### src/rtl/ram_sdp_rw_if.sv
// Bus bundle between the RAM test sequencer and the simple dual-port RAM core.
// The sequencer drives the master side and the RAM core implements the slave side.
interface ram_sdp_rw_if #(
  parameter int unsigned DATA_WIDTH = 8,
  parameter int unsigned ADDR_WIDTH = 6
) ();

  logic                  rw_en;
  logic [ADDR_WIDTH-1:0] wr_addr;
  logic [DATA_WIDTH-1:0] wr_data;
  logic [ADDR_WIDTH-1:0] rd_addr;
  logic [DATA_WIDTH-1:0] rd_data;
  logic                  rd_valid;

  modport master (
    output rw_en,
    output wr_addr,
    output wr_data,
    output rd_addr,
    input  rd_data,
    input  rd_valid
  );

  modport slave (
    input  rw_en,
    input  wr_addr,
    input  wr_data,
    input  rd_addr,
    output rd_data,
    output rd_valid
  );

endinterface

### src/rtl/ram_sdp_rw_core.sv
// 64x8 simple dual-port RAM: rw_en selects a write or a registered read each cycle.
// Define RAM_OUT_REG_EN to add an output pipeline stage (2-cycle read latency).
module ram_sdp_rw_core #(
  parameter int unsigned DATA_WIDTH = 8,
  parameter int unsigned ADDR_WIDTH = 6,
  parameter int unsigned DEPTH      = 64
) (
  input logic             sys_clk,
  input logic             rst_n,
  ram_sdp_rw_if.slave     bus
);

  // Storage is never reset; it only starts out zeroed.
  logic [DATA_WIDTH-1:0] mem_q [DEPTH] = '{default: '0};

  logic                  mem_wr_en;
  logic [ADDR_WIDTH-1:0] mem_wr_addr;
  logic [DATA_WIDTH-1:0] mem_wr_data;

  logic [DATA_WIDTH-1:0] rd_data_d, rd_data_q;
  logic                  rd_valid_d, rd_valid_q;

  always_comb begin
    mem_wr_en   = bus.rw_en;
    mem_wr_addr = bus.wr_addr;
    mem_wr_data = bus.wr_data;
  end

  always_ff @(posedge sys_clk) begin
    if (mem_wr_en) begin
      mem_q[mem_wr_addr] <= mem_wr_data;
    end
  end

  // Read stage: load on read cycles, hold data and drop valid on write cycles.
  always_comb begin
    rd_data_d  = rd_data_q;
    rd_valid_d = 1'b0;
    if (!bus.rw_en) begin
      rd_data_d  = mem_q[bus.rd_addr];
      rd_valid_d = 1'b1;
    end
  end

  always_ff @(posedge sys_clk or negedge rst_n) begin
    if (!rst_n) begin
      rd_data_q  <= '0;
      rd_valid_q <= 1'b0;
    end else begin
      rd_data_q  <= rd_data_d;
      rd_valid_q <= rd_valid_d;
    end
  end

`ifdef RAM_OUT_REG_EN
  logic [DATA_WIDTH-1:0] out_data_d, out_data_q;
  logic                  out_valid_d, out_valid_q;

  // Output stage only captures a valid read result, so a pending result drains
  // through a write cycle and the held value is otherwise kept.
  always_comb begin
    out_data_d  = out_data_q;
    out_valid_d = rd_valid_q;
    if (rd_valid_q) begin
      out_data_d = rd_data_q;
    end
  end

  always_ff @(posedge sys_clk or negedge rst_n) begin
    if (!rst_n) begin
      out_data_q  <= '0;
      out_valid_q <= 1'b0;
    end else begin
      out_data_q  <= out_data_d;
      out_valid_q <= out_valid_d;
    end
  end

  assign bus.rd_data  = out_data_q;
  assign bus.rd_valid = out_valid_q;
`else
  assign bus.rd_data  = rd_data_q;
  assign bus.rd_valid = rd_valid_q;
`endif

endmodule

### src/flat_wrapper.sv
// flat-port wrapper written by rule: the top's interface ports become plain ports
module ram_sdp_rw_core_flat 
#(
  parameter int unsigned DATA_WIDTH = 8,
  parameter int unsigned ADDR_WIDTH = 6,
  parameter int unsigned DEPTH      = 64
)
  (sys_clk, rst_n, bus_rw_en, bus_wr_addr, bus_wr_data, bus_rd_addr, bus_rd_data, bus_rd_valid);
  ram_sdp_rw_if #(.DATA_WIDTH(DATA_WIDTH), .ADDR_WIDTH(ADDR_WIDTH)) bus_i ();
  input logic sys_clk;
  input logic rst_n;
  input wire logic [$bits(bus_i.rw_en)-1:0] bus_rw_en;
  input wire logic [$bits(bus_i.wr_addr)-1:0] bus_wr_addr;
  input wire logic [$bits(bus_i.wr_data)-1:0] bus_wr_data;
  input wire logic [$bits(bus_i.rd_addr)-1:0] bus_rd_addr;
  output wire logic [$bits(bus_i.rd_data)-1:0] bus_rd_data;
  output wire logic [$bits(bus_i.rd_valid)-1:0] bus_rd_valid;
  assign bus_i.rw_en = bus_rw_en;
  assign bus_i.wr_addr = bus_wr_addr;
  assign bus_i.wr_data = bus_wr_data;
  assign bus_i.rd_addr = bus_rd_addr;
  assign bus_rd_data = bus_i.rd_data;
  assign bus_rd_valid = bus_i.rd_valid;
  ram_sdp_rw_core #(.DATA_WIDTH(DATA_WIDTH), .ADDR_WIDTH(ADDR_WIDTH), .DEPTH(DEPTH)) u_core (.sys_clk(sys_clk), .rst_n(rst_n), .bus(bus_i));
endmodule
### config.mk
export PLATFORM = sky130hd
export DESIGN_NAME = ram_sdp_rw_core_flat
export DESIGN_NICKNAME = d
export VERILOG_FILES = /design/src/rtl/ram_sdp_rw_if.sv /design/src/rtl/ram_sdp_rw_core.sv /design/src/flat_wrapper.sv
export SDC_FILE = /design/constraint.sdc
export NUM_CORES = 1
export LEC_CHECK = 0
export CAP_MARGIN = 30
export CORE_MARGIN = 4
export CORE_UTILIZATION = 30
export CTS_CLUSTER_DIAMETER = 30
export DETAILED_ROUTE_END_ITERATION = 10
export GPL_TIMING_DRIVEN = 0
export PLACE_DENSITY_LB_ADDON = 0.08
export SLEW_MARGIN = 25
export SYNTH_ARGS = -nofsm -noshare
export SYNTH_HDL_FRONTEND = slang
export SYNTH_SLANG_ARGS = --single-unit
### constraint.sdc
create_clock -name sys_clk -period 2.6 [get_ports sys_clk]
set_clock_uncertainty 0.05 [all_clocks]
set_input_delay 0.26 -clock sys_clk [delete_from_list [all_inputs] [get_ports sys_clk]]
set_output_delay 0.26 -clock sys_clk [all_outputs]
set_load 0.03 [all_outputs]
==> impl_metrics.tcl <==
set metrics [dict create \
    total_leakage_power_nw 8.53 \
    crit_cells 4 \
    antenna_left 0 \
    proportion_of_synthesized_chip_area_in_sequential_cells_pct 77.1 \
    clock_insertion_delay_worst_skew_ns 0.69 \
    setup.worst_path.start "bus_rw_en" \
    die_w_um 268 \
    number_of_different_library_cells_in_the_post_synthesis_netlist 28 \
    cp-endpoint "u_core.mem_q[31][4]" \
    place.gp.congestion 0.779 \
    post_synth_inst_count 931 \
    failing_checks "setup timing" \
    crit_path_top_delay_cell "sky130_fd_sc_hd__nor2_1" \
    max_slew.worst_pin.slew_ns 0.940 \
    syn-mean-instance-area_um2 21.7 \
    setup_viol 8 \
    drive_above_1_share_pct 34.4 \
    regToRegStartpoint "u_core.mem_q[5][5]" \
    postPlaceCellArea_mm2 0.0218 \
    post-layout-total-power_mw 25.6 \
    initial_core_util_pct 30.5 \
    top_level_ports 32 \
    grt_overflow 0 \
    ys_ff_latch 521 \
    grt_setup_unrepaired "yes" \
    critical_path.top_delay_family "simple AND/OR/NAND/NOR gates" \
    mappedNetlistNets 954 \
    detailed_routing_iterations_pass_1 4 \
    finish.instance_area_mm2 0.0262 \
    timing.final.max_slew_violations 0 \
    drc_errors 0 \
    power_density_mw_per_mm2 980 \
    area_delta_synth_final_pct 29.3 \
    worstPathCellList "clkdlybuf4s50_1, buf_1, nand4_1, nor2_1" \
    detailroute.via_count 10000 \
    numnets_final 1138 \
    worst_hold_path_type "input pin to register" \
    hold_depth 2 \
    critPathRequiredTime_ns 2.85 \
    detailedRoute.firstIterationViolations 764 \
    worst-path-max-fanout 10 \
    clkSlewWorstSetupHoldPaths_ns 0.04 \
    cts_buffer_depth 3 \
    number_of_vias_per_cell 4.80 \
    synth_warnings 0 \
    htreeDepth 4 \
    fp.dieArea_mm2 0.0716 \
    finalHoldViolations 0 \
    status "complete, but fails checks" \
    maximum_cell_stage_delay_along_the_critical_path_ns 0.86 \
    clockRootBuffer "sky130_fd_sc_hd__clkbuf_16" \
    tritoncts_clock_tree "built" \
    reg2reg_depth 5 \
    buffers_inverters_on_critical_path 2 \
    timing.critical_path.arrival_ns 2.86 \
    relSlewSlack_pct 37.1 \
    pin_count_of_the_biggest_net_entering_global_routing 65 \
    detail_route.wl_per_cell_um 26.2 \
    synth_area_mm2 0.0202 \
    finalSetupTns_ns -0.0473 \
    core-area_mm2 0.0663 \
    worstSetupStartpointType "input pin" \
    cap_violations 0 \
    cts_made_buffers 131 \
    post_cts.repair.setup_buffers 0 \
    antenna_cells_inserted 0 \
    clock-sinks 521 \
    worstSetupEndpointType "register" \
    layout_worst_path_cycle_share_pct 100 \
    timing.setup.critical_path_class "input pin to register" \
    post-dp-hpwl_um 34700 \
    max-vdd-ir-drop_v 0.000441 \
    port-buffer-count 22 \
    grt_pass1_wl_um 78300 \
    rrSetupSlack_ns 0.48 \
    worst_slack_ns -0.00936 \
    fin_crit_ns 2.61 \
    die_h_um 268 \
    grt_antenna_before_repair 0 \
    floorplan.rows 94 \
    first_global_vias 10700 \
    gr-usage-all-layers_pct 15.7 \
    timing.fmax_mhz 383 \
    worst_r2r_endpoint "u_core.bus.rd_data[5]" \
    totalWireLength_um 54600 \
]
[registers in the layout (all words and copies together), names as in the netlist]
register,cells
u_core.bus.rd_data,8
u_core.mem_q,512
u_core.bus.rd_valid,1
[layout by cell type (no fill, tap or decap), types with 8 or more instances in the layout]
cell type,n
sky130_fd_sc_hd__a221oi_1,8
sky130_fd_sc_hd__a22oi_1,16
sky130_fd_sc_hd__a32oi_1,8
sky130_fd_sc_hd__buf_2,19
sky130_fd_sc_hd__buf_4,22
sky130_fd_sc_hd__bufinv_16,10
sky130_fd_sc_hd__clkbuf_1,39
sky130_fd_sc_hd__clkbuf_16,135
sky130_fd_sc_hd__clkdlybuf4s50_1,14
sky130_fd_sc_hd__clkinv_1,27
sky130_fd_sc_hd__clkinv_2,25
sky130_fd_sc_hd__clkinvlp_4,9
sky130_fd_sc_hd__dfrtp_1,9
sky130_fd_sc_hd__dlygate4sd3_1,9
sky130_fd_sc_hd__edfxtp_1,512
sky130_fd_sc_hd__mux2_2,32
sky130_fd_sc_hd__mux2i_1,40
sky130_fd_sc_hd__mux4_2,120
sky130_fd_sc_hd__nand2_1,8
sky130_fd_sc_hd__nor2_1,58
sky130_fd_sc_hd__nor2_2,17
sky130_fd_sc_hd__o221ai_1,8
sky130_fd_sc_hd__o22ai_1,8
sky130_fd_sc_hd__o31ai_1,8
[repair_timing]
| action | 4_1_cts | 5_1_grt |
|---|---|---|
| hold buffers | 9 | 0 |
| pin swaps | 0 | 0 |
| endpoints found under the hold margin | 164 | 0 |
| gates resized for setup | 1 | 16 |
| setup endpoints to repair | 8 | 184 |
[worst min path at each step]
stage | startpoint | end
after floorplan | rst_n | u_core.bus.rd_data[0]
after global placement | u_core.bus.rd_data[5] | u_core.bus.rd_data[5]
after detailed placement | u_core.bus.rd_data[2] | u_core.bus.rd_data[2]
after CTS | bus_wr_data[6] | u_core.mem_q[30][6]
after global routing | bus_wr_data[6] | u_core.mem_q[41][6]
final | bus_wr_data[6] | u_core.mem_q[41][6]
[logic make-up after synthesis]
group / Yosys count / share of synthesized area, %
flops: 521 / 77.1
buf+inv: 55 / 1.31
simple gates: 107 / 2.27
mux: 192 / 17.1
compound gates: 56 / 2.18
[where the power goes]
part | switching, mW | internal [mW] | total [mW]
registers | 0.0342 | 9.34 | 9.37
clock network | 4.81 | 10.4 | 15.2
logic | 0.659 | 0.396 | 1.06
[Yosys cell counts, drive strengths merged]
cell type	count	area share (%)
edfxtp	512	76
nand4	1	0.031
dfrtp	9	1.1
a221oi	8	0.35
inv	1	0.019
nand2b	5	0.15
nand3b	3	0.11
a22oi	16	0.59
clkbuf	21	0.39
o22ai	8	0.25
mux2i	40	2.0
mux4	120	13
nor2b	5	0.15
nor3	2	0.049
nor4b	1	0.043
o221ai	8	0.35
nor2	75	1.4
mux2	32	1.8
nand2	8	0.15
buf	33	0.90
nand3	5	0.12
and2	1	0.031
o31ai	8	0.30
or3	1	0.031
a32oi	8	0.35
[stage by stage]
stage	cells	worst slack, ns	util [%]	hold slack [ns]
3_3_place_gp	1817	-1.34	32.5	0.493
6_report	2085	-0.00936	39.4	0.0710
5_1_grt	2085	-0.150	39.4	0.0500
2_1_floorplan	931	0.631	-	-0.0856
4_1_cts	2080	-0.0158	39.3	0.0567
3_5_place_dp	1832	-0.724	32.8	0.503
[final cells by class]
type	count	area [µm²]
plain buffers	54	260
clock buffers	153	3450
clock inverters	86	767
fillers	6027	40200
inverters	1	3.75
multi-input cells	355	4420
flip-flops and latches	521	15600
well taps	864	1080
repair buffers	51	571
[metal layers]
layer	wire length, µm	vias up	GRT usage (%)
li1	-	4344	-
met1	25500	5327	22.2
met2	25500	271	23.7
met3	2700	73	4.38
met4	915	0	4.72
met5	0	-	0
Note: power is estimated with default switching activity, not from simulation.
